File: config.mk
export PLATFORM = sky130hd
export DESIGN_NAME = sc_store_writer
export DESIGN_NICKNAME = d
export VERILOG_FILES = /design/src/rtl/sc_store_writer_pkg.sv /design/src/rtl/sc_store_align.sv /design/src/rtl/sc_store_writer.sv
export SDC_FILE = /design/constraint.sdc
export NUM_CORES = 1
export LEC_CHECK = 0
export CORE_MARGIN = 10
export CORE_UTILIZATION = 24
export DETAILED_ROUTE_END_ITERATION = 7
export HOLD_SLACK_MARGIN = 0.12
export PLACE_DENSITY = 0.52
export SYNTH_ARGS = -nofsm -noshare
export SYNTH_HDL_FRONTEND = slang
export SYNTH_SLANG_ARGS = --single-unit
File: constraint.sdc
create_clock -name clk -period 3.9 [get_ports clk]
set_clock_uncertainty 0.05 [all_clocks]
set_input_delay 1.17 -clock clk [delete_from_list [all_inputs] [get_ports clk]]
set_output_delay 1.17 -clock clk [all_outputs]
set_load 0.01 [all_outputs]
File: src/rtl/sc_store_writer_pkg.sv
// Shared types and helpers for the store-side data path: size codes, writer
// FSM states and the alignment legality check (also used by the load side).
package sc_store_writer_pkg;

  typedef enum logic [1:0] {
    SZ_BYTE = 2'b00,
    SZ_HALF = 2'b01,
    SZ_WORD = 2'b10,
    SZ_BAD  = 2'b11
  } st_size_e;

  typedef enum logic [1:0] {
    S_IDLE = 2'b00,
    S_REQ  = 2'b01,
    S_DONE = 2'b10,
    S_ERR  = 2'b11
  } state_e;

  // An access is legal only if it is naturally aligned to its own size.
  function automatic logic is_misaligned(input st_size_e size, input logic [1:0] addr_lo);
    logic bad;
    case (size)
      SZ_BYTE: bad = 1'b0;
      SZ_HALF: bad = addr_lo[0];
      SZ_WORD: bad = (addr_lo != 2'b00);
      default: bad = 1'b1;
    endcase
    return bad;
  endfunction

endpackage

File: src/rtl/sc_store_align.sv
// Places store data onto memory byte lanes and derives byte enables for
// byte/half/word accesses; flags accesses that are not naturally aligned.
module sc_store_align
  import sc_store_writer_pkg::*;
(
  input  logic [1:0]  size_i,
  input  logic [1:0]  addr_lo_i,
  input  logic [31:0] data_i,
  output logic [3:0]  be_o,
  output logic [31:0] wdata_o,
  output logic        misaligned_o
);

  st_size_e size;
  assign size = st_size_e'(size_i);

  // NOTE: every output gets a default before the case so no path leaves it
  // unassigned; otherwise synthesis infers a latch.
  always_comb begin
    be_o         = 4'b0000;
    wdata_o      = data_i;
    misaligned_o = is_misaligned(size, addr_lo_i);
    case (size)
      SZ_BYTE: begin
        be_o    = 4'b0001 << addr_lo_i;
        wdata_o = {4{data_i[7:0]}};
      end
      SZ_HALF: begin
        be_o    = addr_lo_i[1] ? 4'b1100 : 4'b0011;
        wdata_o = {2{data_i[15:0]}};
      end
      SZ_WORD: begin
        be_o    = 4'b1111;
        wdata_o = data_i;
      end
      default: begin
        be_o    = 4'b0000;
        wdata_o = data_i;
      end
    endcase
  end

endmodule

File: src/rtl/sc_store_writer.sv
// Store writer: accepts a store from the control unit, drives one aligned
// req/ack write to data memory and reports done, or error on bad access/timeout.
module sc_store_writer
  import sc_store_writer_pkg::*;
#(
  parameter int TIMEOUT = 16,
  parameter int CNT_W   = 5
) (
  input  logic        clk,
  input  logic        rst,
  input  logic        st_start,
  input  logic [1:0]  st_size,
  input  logic [31:0] st_addr,
  input  logic [31:0] st_data,
  output logic        st_busy,
  output logic        st_done,
  output logic        st_err,
  output logic        mem_req,
  output logic [31:0] mem_addr,
  output logic [31:0] mem_wdata,
  output logic [3:0]  mem_be,
  input  logic        mem_ack
);

  localparam logic [CNT_W-1:0] TIMEOUT_C  = CNT_W'(TIMEOUT);
  localparam bit               TIMEOUT_EN = (TIMEOUT != 0);

  state_e            state_q, state_d;
  logic [CNT_W-1:0]  cnt_q, cnt_d;
  logic [31:0]       addr_q, addr_d;
  logic [31:0]       wdata_q, wdata_d;
  logic [3:0]        be_q, be_d;

  logic [3:0]        al_be;
  logic [31:0]       al_wdata;
  logic              al_misaligned;

  sc_store_align u_align (
    .size_i       (st_size),
    .addr_lo_i    (st_addr[1:0]),
    .data_i       (st_data),
    .be_o         (al_be),
    .wdata_o      (al_wdata),
    .misaligned_o (al_misaligned)
  );

  // NOTE: state registers use non-blocking assignments so every flop samples
  // the pre-edge value of its inputs regardless of statement order.
  always_ff @(posedge clk or posedge rst) begin
    if (rst) begin
      state_q <= S_IDLE;
      cnt_q   <= '0;
      addr_q  <= '0;
      wdata_q <= '0;
      be_q    <= '0;
    end else begin
      state_q <= state_d;
      cnt_q   <= cnt_d;
      addr_q  <= addr_d;
      wdata_q <= wdata_d;
      be_q    <= be_d;
    end
  end

  always_comb begin
    state_d = state_q;
    cnt_d   = cnt_q;
    addr_d  = addr_q;
    wdata_d = wdata_q;
    be_d    = be_q;
    case (state_q)
      S_IDLE: begin
        if (st_start) begin
          if (al_misaligned) begin
            state_d = S_ERR;
          end else begin
            // Memory-side outputs only change on an accepted store.
            state_d = S_REQ;
            cnt_d   = '0;
            addr_d  = {st_addr[31:2], 2'b00};
            wdata_d = al_wdata;
            be_d    = al_be;
          end
        end
      end
      S_REQ: begin
        if (mem_ack) begin
          state_d = S_DONE;
        end else begin
          cnt_d = cnt_q + CNT_W'(1);
          if (TIMEOUT_EN && (cnt_d == TIMEOUT_C)) begin
            state_d = S_ERR;
          end
        end
      end
      S_DONE:  state_d = S_IDLE;
      S_ERR:   state_d = S_IDLE;
      default: state_d = S_IDLE;
    endcase
  end

  assign st_busy   = (state_q != S_IDLE);
  assign st_done   = (state_q == S_DONE);
  assign st_err    = (state_q == S_ERR);
  assign mem_req   = (state_q == S_REQ);
  assign mem_addr  = addr_q;
  assign mem_wdata = wdata_q;
  assign mem_be    = be_q;

  a_done_err_excl: assert property (@(posedge clk) disable iff (rst) !(st_done && st_err));

  a_req_stable: assert property (@(posedge clk) disable iff (rst)
    (mem_req && !mem_ack) |=> (mem_addr == $past(mem_addr) && mem_be == $past(mem_be)
                               && mem_wdata == $past(mem_wdata)));

endmodule

# Word-level counts from Yosys, hierarchy flattened
# Cells that the tools add are included.
# word_totals
ff_bits	73
out_inout_bits	72
# classes
addsub	1
n_eq_ne	10
shifts	1
muxes	13
n_bitwise	1
reduce_logical	9
# op_table
cell	n
$pmux 32 s2	1
$mux 5	3
$pmux 4 s3	1
$pmux 5 s2	1
$mux 2	4
$eq 2x2->1 const B	3
$ne 2x2->1 const B	3
$pmux 2 s3	1
$reduce_bool 2->1	3
$add 5x1->5 const B	1
$eq 5x5->1 const B	1
$eq 2x1->1 const B	2
$logic_not 2->1	2
$mux 4	1
$reduce_and 4->1	1
$shl 1x2->4 const A	1
$ne 3x1->1 const B	1
$pmux 1 s3	1
$reduce_and 3->1	1
$reduce_and 2->1	1
$reduce_or 2->1	1
$not 1->1	1

# Logic depth before layout (Yosys ltp)
# logic_depth
word_depth	5
ltp_mapped	6
depth_no_buf	5

# Cells and area by module
# Synthesis repeated with hierarchy kept, for this count alone.
# hier_totals
cells_unflattened	390
hier_area_um2	3487.1
# by_module_without_submodules
mod	instances	cells_per_inst	area_each_um2	seq_area_each_um2
sc_store_writer	1	322	2912.8	1826.8
sc_store_align	1	68	574.3	0.0

# Worst setup path before layout
# OpenSTA, ideal clock, no wires.
# synth_timing
kind	input -> register
start	in st_addr[1]
end	reg addr_q[10], in the netlist mem_addr[10]
t_arrival_ns	2.448
slack_ns	1.277
cell_stages	6
cell_sequence	buf_2 o21a_1 o22a_2 nor2_8 buf_12 mux2_4
# synth_via
elab_chain_cells	4
# synth_rtl
item	line	source
start, declared	sc_store_writer.sv:13	input logic [31:0] st_addr,
$reduce_bool 2->1	sc_store_writer_pkg.sv:25	SZ_WORD: bad = (addr_lo != 2'b00);
$pmux 1 s3	sc_store_writer_pkg.sv:22	case (size)
$not 1->1 (no source line)	-	
$reduce_and 3->1 (no source line)	-	
end signal, assigned	sc_store_writer.sv:59	addr_q <= addr_d;
end, declared	sc_store_writer.sv:30	logic [31:0] addr_q, addr_d;
# No other way between the ends.
# A chain may end at the register's enable or synchronous reset.

# Worst setup path after layout
# layout_timing
start	reg state_q[0]
end	out mem_req
# layout_via
elab_chain_cells	1
# layout_rtl
item	line	source
start, declared	sc_store_writer.sv:28	state_e state_q, state_d;
start signal, assigned	sc_store_writer.sv:57	state_q <= state_d;
$eq 2x1->1	sc_store_writer.sv:105	assign mem_req = (state_q == S_REQ);
end, declared	sc_store_writer.sv:18	output logic mem_req,
# No other way between the ends.

==> impl_metrics.ini <==
[status]
status = complete, no violations

[global_routing]
antenna_found_initial = 0
grt_overflow_total = 0
grt_pass1_wl_mm = 16.7
grt_pass1_vias = 2889
grt_max_degree = 47
grt.total_usage_pct = 10.4

[critical_path]
cp_cell_sequence = nor2b_1, clkdlybuf4s50_1
crit_buf_inv = 1
cpMaxStageDelayCell = clkdlybuf4s50_1
critPathMaxStageDelay_ns = 0.62
cp_max_fo = 10
cp_top_family = buffers and inverters
start_kind = flop
worstPathArrival_ns = 1.79
required_ns = 2.68
crit_type = reg -> out
end_kind = output pin

[finish]
syn_to_final_growth_pct = 50.8
nets = 479
fin_util_pct = 36.8
antennaDiodeCount = 0
layout-drive-gt1-share_pct = 26.6
fillerInstances = 1472

[clocking]
clkTransAtPathRegs_ns = 0.06
post_cts_buffers = 0
cts_max_level = 3
ctsHoldBuffers = 0
clk_latency_ns = 0.33
clk_path_buf_depth = 2
cts-buffers-inserted = 9
cts_sinks = 73
root_buffer = clkbuf_16
cts_tree = built
ctsResizeCount = 0

[synth]
synth_edf_count = 0
synth_fa_ha_area_share_pct = 0.337
ys_async_sr_fraction_pct = 100
synthMuxAreaShare_pct = 32.4
synth_cells = 264
ys_ff_latch = 73
synth_compound_area_share_pct = 5.63
synth-simple-area-share_pct = 6.64
synthFlopType = dfrtp_1
synth_cell_type_count = 43
synth_top_family_by_area = multiplexers
yosysWarningCount = 0
synth-xor-area-share_pct = 0.236
avgSynthCellArea_um2 = 14.1
netlist_area_um2 = 3710
ys_seq_area_share_pct = 49.2

[routing]
wirelength_mm = 10.8
num_vias = 2584
vias_per_cell = 4.30
dr.pass1.iters = 4
wire_per_inst_um = 17.9
ant_nets = 0
drc = 0
first_iter_violations = 53

[timing]
fin_crit_sh_pct = 77.2
slew_headroom_pct = 42.4
finalHoldViolCount = 0
setup_violations = 0
max_freq_mhz = 332
worstMarginPinSlew_ns = 0.863
fin_crit_ns = 3.01
fin_tns_setup_ns = 0
whs_ns = 0.436
grt_setup_unrepaired = false
timing.final.max_slew_violations = 0

[placement]
dp_hpwl_mm = 8.01
gp_congestion = 0.723
portBuffers = 139

[floorplanning]
io_pins = 142
die_area_um2 = 20800
die_y_um = 144
die_x_um = 144
std_cell_rows = 45
core_um2 = 15200
start_util_pct = 24.4

[run]
max_cap_viol_count = 0

[power_and_ir_drop]
power_density_nw_per_um2 = 745
ir_drop_v = 0.000309
p_leak_nw = 2.39

[hold_path]
hold_class = reg -> reg
[layout make-up]
type / count / area, µm² / area share, %
clock buffers: 9 / 225 / 4.02
well taps: 188 / 235 / 4.20
repair buffers: 150 / 1510 / 27.0
flip-flops and latches: 73 / 1830 / 32.6
inverters: 5 / 20.0 / 0.357
multi-input cells: 169 / 1690 / 30.1
clock inverters: 7 / 95.1 / 1.70
[worst reg2reg max path, cell delays in order, from the launching register on]
cell and delay [ns]:
dfrtp_1 0.45, or3b_1 0.58, nor2_8 0.35, buf_4 0.28
mux2_4 0.32
[power breakdown]
group | switching (mW) | total (mW) | leakage (nW) | internal, mW
Sequential | 0.237 | 1.36 | 0.874 | 1.13
Combinational | 0.662 | 1.91 | 1.36 | 1.25
Clock | 0.339 | 0.899 | 0.155 | 0.560
[routing by layer]
| metal | up-vias | track usage [%] | share of wire (%) |
|---|---|---|---|
| met4 | 0 | 4.79 | 2.0 |
| met3 | 13 | 3.74 | 8.1 |
| met5 | - | 0 | 0 |
| met2 | 90 | 15.9 | 46 |
| met1 | 1256 | 12.8 | 44 |
| li1 | 1225 | - | - |
[metrics by stage]
| stage | instance area [µm²] | worst slack [ns] | power (mW) | std cells |
|---|---|---|---|---|
| 2_1_floorplan | 3720 | 0.827 | 2.33 | 265 |
| 3_3_place_gp | 5280 | 0.521 | 3.30 | 585 |
| 3_5_place_dp | 5280 | 0.500 | 3.32 | 585 |
| 4_1_cts | 5600 | 0.832 | 4.26 | 601 |
| 5_1_grt | 5600 | 0.735 | 4.42 | 601 |
| 6_report | 5600 | 0.890 | 4.17 | 601 |
[sequential cells by signal (all words and copies together) (netlist names)]
name / flops
cnt_q: 5
mem_addr: 30
mem_be: 4
mem_wdata: 32
state_q: 2
[logic make-up after synthesis]
family	after synthesis
AO/OA/AOI/OAI	32
XOR/XNOR	1
adder cells (fa/ha/maj)	1
buffers and inverters	23
flip-flops	73
multiplexers	88
other	1
AND/OR/NAND/NOR	45
[path summary, 6_finish.rpt]
kind / startpoint / to / depth (start not counted) / slack, ns
worst min register to register: mem_be[0]$_DFFE_PP0P_ / mem_be[0]$_DFFE_PP0P_ / 1 / 0.44
min in group asynchronous: rst / mem_addr[10]$_DFFE_PP0P_ / 2 / 1.27
worst max-delay path: state_q[0]$_DFFE_PP0P_ / mem_req / 2 / 0.89
worst max register to register: state_q[0]$_DFFE_PP0P_ / mem_addr[6]$_DFFE_PP0P_ / 4 / 1.75
worst min-delay path: mem_be[0]$_DFFE_PP0P_ / mem_be[0]$_DFFE_PP0P_ / 1 / 0.44
max in group asynchronous: rst / mem_wdata[13]$_DFFE_PP0P_ / 3 / 1.88
[synthesized netlist by cell type (all sizes together), types with 4 or more instances]
cell,number,share of area [%]
a21oi,5,0.67
mux2i,10,2.7
nand2,15,1.5
o21ai,11,1.5
buf,14,4.5
clkbuf,4,0.40
inv,5,0.51
dfrtp,73,49
and2,5,0.84
nor2,9,1.4
mux2,78,30
[placed cells by master (no fill, tap or decap), types with 2 or more instances in the layout]
cell,instances
clkdlybuf4s50_1,139
dfrtp_1,73
mux2_4,60
mux2_2,18
nand2_1,15
o21ai_0,11
mux2i_1,10
clkbuf_16,9
buf_4,8
nor2_1,7
a21oi_1,5
and2_1,5
inv_1,4
a31oi_1,3
nand3_1,3
a21o_1,3
clkinv_2,3
buf_12,3
nor2b_1,2
or2_1,2
nand2b_1,2
nor4_1,2
conb_1,2
clkinv_4,2
bufinv_16,2
Power figures use the tool's default switching activity.
==> RTL edit 1: new RTL, same settings <==
Re-encode `state_e` (4 states) as one-hot, 4 bits wide.
--- a/src/rtl/sc_store_writer_pkg.sv
+++ b/src/rtl/sc_store_writer_pkg.sv
@@ -11,7 +11,7 @@
 
-  typedef enum logic [1:0] {
-    S_IDLE = 2'b00,
-    S_REQ  = 2'b01,
-    S_DONE = 2'b10,
-    S_ERR  = 2'b11
+  typedef enum logic [3:0] {
+    S_IDLE = 4'b0001,
+    S_REQ  = 4'b0010,
+    S_DONE = 4'b0100,
+    S_ERR  = 4'b1000
   } state_e;
Check against the original RTL: no difference found for any inputs over 4 cycles, from zero or initial values and one cycle with rst high; so few cycles prove little.
==> RTL edit 1 against the unedited design <==
  * Largest cell class unchanged
  * Critical endpoint unchanged
  * Cell count is 2.5% higher
  * Area after synthesis is 8.7% lower
  * Sequential cell count is 2 higher
  * Setup slack worse by 0.43 ns
  * Highest routed layer unchanged
  * Total power is 9.4% lower
  * Count of clock-buffer cells in the layout is 3 higher
  * Design area is 4.7% lower
  * Global-route usage is 0.37 points higher
  * Wire length is 2.8% lower
==> RTL edit 1: results <==
{
  "synthTopCellsByArea": "dfrtp_1, mux2_2, mux2i_1",
  "hpwlAfterDp_um": 8090,
  "vdd_drop_max_uv": 278.6,
  "wl_met1_um": 4690,
  "post-place-ws_ns": 0.5108,
  "met3_usage_pct": 5.925,
  "r2r_start": "state_q[0]",
  "seqCellArea_mm2": 0.001878,
  "grt_pass1_vias": 2845,
  "met1_usage_pct": 12.90,
  "post_cts_resized": 0,
  "worst_hold_slack_ns": 0.4312,
  "placedCellCount": 600,
  "slowest_delay_ns": 0.77,
  "status": "complete, no violations",
  "drive_gt1_share_pct": 16.51,
  "synth-seq-area-share_pct": 55.37,
  "postSynthCellCount": 289,
  "n_fill_cell": 1370,
  "wl_met3_um": 983,
  "synth_warnings": 0,
  "arrival_ns": 2.22,
  "place_congestion": 0.7588,
  "yosysUniqueCellTypes": 44,
  "grt_use_total_pct": 10.79,
  "viasPerCell": 4.330,
  "crit_start": "state_q[2]",
  "dr_wl_met2_um": 4703,
  "synthTopCellsByCount": "dfrtp_1, mux2_2, nand2_1, o21ai_0, mux2i_1",
  "grt_use_met2_pct": 16.34,
  "grt_start_max_net_pins": 34,
  "initialDrtViolationCount": 93,
  "wirelength_um": 10460,
  "hp-start": "mem_wdata[17]",
  "grt_pass1_wl_um": 16590,
  "ff2ff_setup_slack_ns": 1.78,
  "max_freq_ghz": 0.2906,
  "cp_max_fo": 8,
  "placedInstanceArea_mm2": 0.005031
}
-- RTL edit 1: cell types whose count changed after synthesis, moves of 5 or more --
| cell | change |
|---|---|
| mux2_2 | +20 |
| buf_12 | -6 |
| clkbuf_1 | +5 |
| mux2_4 | -59 |
| nand2_1 | +15 |
| a21oi_1 | +5 |
| mux2i_1 | +14 |
| o21ai_0 | +19 |
| nor2_1 | +8 |
| nand3_1 | +5 |
-- RTL edit 1: where the power goes --
part | total, µW | leakage [µW] | internal, µW | switching, µW
clock network | 845 | 0.000153 | 529 | 315
logic | 1590 | 0.00118 | 953 | 635
registers | 1350 | 0.000915 | 1140 | 210
-- RTL edit 1: worst max-delay path, delay by kind of cell, from the launching register on --
family                 cells  cell delay (ns)
DFF                        1             0.43
buffers and inverters      2             0.70
and+or+nand+nor            1             0.77
-- RTL edit 1: cell families after synthesis --
family,count (synthesis),share of synthesized area (%)
adders and majority gates,1,0.3688
and+or+nand+nor,72,10.85
xor gates and xnor gates,1,0.2583
other,1,0.1106
muxes,63,20.14
DFF,75,55.37
AOI/OAI and AO/OA,53,9.296
buffers and inverters,23,3.615
-- RTL edit 1: path summary, 6_finish.rpt --
path	end	cells past startpoint
hold reg to reg	mem_wdata[17]	2
setup reg to reg	mem_addr[13]	5
max in group asynchronous	state_q[0]	3
min in group asynchronous	mem_wdata[6]	2
setup / recovery	mem_req	3
hold / removal	mem_wdata[17]	2
-- RTL edit 1: area by class of cell --
class,instances,share of cell area [%]
Clock buffer,12,4.807
Clock inverter,4,0.9144
Inverter,3,0.4689
Multi-Input combinational cell,192,26.31
Sequential cell,75,35.19
Tap cell,180,4.220
Timing Repair Buffer,150,28.09
==> RTL edit 2: new RTL, same flow settings <==
Made on the original files. Change the parameter `CNT_W` from 5 to 7.
--- a/src/rtl/sc_store_writer.sv
+++ b/src/rtl/sc_store_writer.sv
@@ -6,3 +6,3 @@
   parameter int TIMEOUT = 16,
-  parameter int CNT_W   = 5
+  parameter int CNT_W   = 7
 ) (
Check against the original RTL: same outputs for any inputs over 4 cycles, from zero or initial values and one cycle with rst high; that may be too few to reach the edited logic, so the function may still have changed.
==> RTL edit 2 against the unedited design <==
  * Area after synthesis is 8.4% lower
  * Wire length is 5.5% lower
  * Sequential power hardly changed
  * Design area is 6.6% lower
  * First-iteration DRC count grew to 3.0 times the old value
  * Setup slack better by 0.19 ns
  * Sequential share of layout area is 3.3 points higher
  * Total power is 12% lower
  * Sequential cell count is 2 higher
  * Core utilization is 0.85 points higher
==> RTL edit 2: results <==
{
  "synth_fa_ha_area_share_pct": 0.3678,
  "synthTopCellsByArea": "dfrtp_1, mux2_2, mux2i_1",
  "cp_max_fo": 8,
  "clkSlewWorstSetupHoldPaths_ns": 0.06,
  "place_congestion": 0.7473,
  "final_nets": 499,
  "grt_pass1_vias": 2897,
  "multi_input_cells": 196,
  "clkbuf_count": 12,
  "hp-class": "reg2reg",
  "viasPerCell": 4.420,
  "vdd_drop_max_uv": 293.6,
  "n_fill_cell": 1384,
  "status": "complete, no violations",
  "signal_buffers": 145,
  "grt_use_met2_pct": 16.71,
  "ff2ff_setup_slack_ns": 1.91,
  "final-clk-cell-share_pct": 4.998,
  "p_leak_uw": 0.002261,
  "met1_usage_pct": 11.96,
  "multiInputGateArea_mm2": 0.001415,
  "synthTopCellsByCount": "dfrtp_1, mux2_2, o21ai_0, nand2_1, mux2i_1",
  "grt_use_total_pct": 10.69,
  "hp-start": "mem_wdata[20]",
  "synth-xor-area-share_pct": 0.5149,
  "p_switching_uw": 1150,
  "wirelength_um": 10170,
  "crit_end": "st_busy",
  "yosysUniqueCellTypes": 40,
  "initialDrtViolationCount": 160,
  "hpwlAfterDp_um": 7572,
  "cts.sinks": 75,
  "post_drt_wl_per_cell_um": 16.62,
  "nonClkBufAreaFrac_pct": 27.69,
  "die_width_um": 139.1,
  "grt_start_max_net_pins": 87,
  "holdPathEnd": "mem_wdata[20]",
  "grt_pass1_wl_um": 16500,
  "met3_usage_pct": 5.856,
  "finalCriticalPeriod_ns": 2.824,
  "min_delay_path_depth": 2,
  "placedCellCount": 597,
  "drive_gt1_share_pct": 14.35,
  "placedInstanceArea_mm2": 0.004971,
  "postSynthCellCount": 292,
  "synth-seq-area-share_pct": 55.17,
  "worst_slew_pin_slew_ns": 1.059,
  "arrival_ns": 1.60,
  "synth_compound_area_share_pct": 11.33,
  "first_pass_iters": 4,
  "slowest_delay_ns": 0.50,
  "seqCellArea_mm2": 0.001877
}
## RTL edit 2: power groups by stage
| stage | logic (µW) | registers, µW | clock network, µW |
|---|---|---|---|
| after CTS | 1610 | 1370 | 778 |
| after detailed placement | 1600 | 1370 | 0 |
| after floorplan | 500 | 1500 | 0 |
| after global routing | 1710 | 1420 | 824 |
| final | 1570 | 1360 | 746 |
| after global placement | 1590 | 1360 | 0 |
## RTL edit 2: metrics by stage
stage	util (%)	power, µW	hold slack, ns	setup WS, ns
6_report	37.70	3675	0.4280	1.076
4_1_cts	37.70	3759	0.4312	1.061
3_3_place_gp	35.81	2953	0.4111	0.7436
3_5_place_dp	35.81	2978	0.4198	0.7489
2_1_floorplan	-	1998	0.4361	0.7700
5_1_grt	37.70	3953	0.4586	0.9938
## RTL edit 2: metal layers
layer / vias to the layer above / wire, µm
met3: 10 / 1150
li1: 1297 / -
met2: 89 / 4740
met5: - / 0
met4: 0 / 142
met1: 1309 / 4138
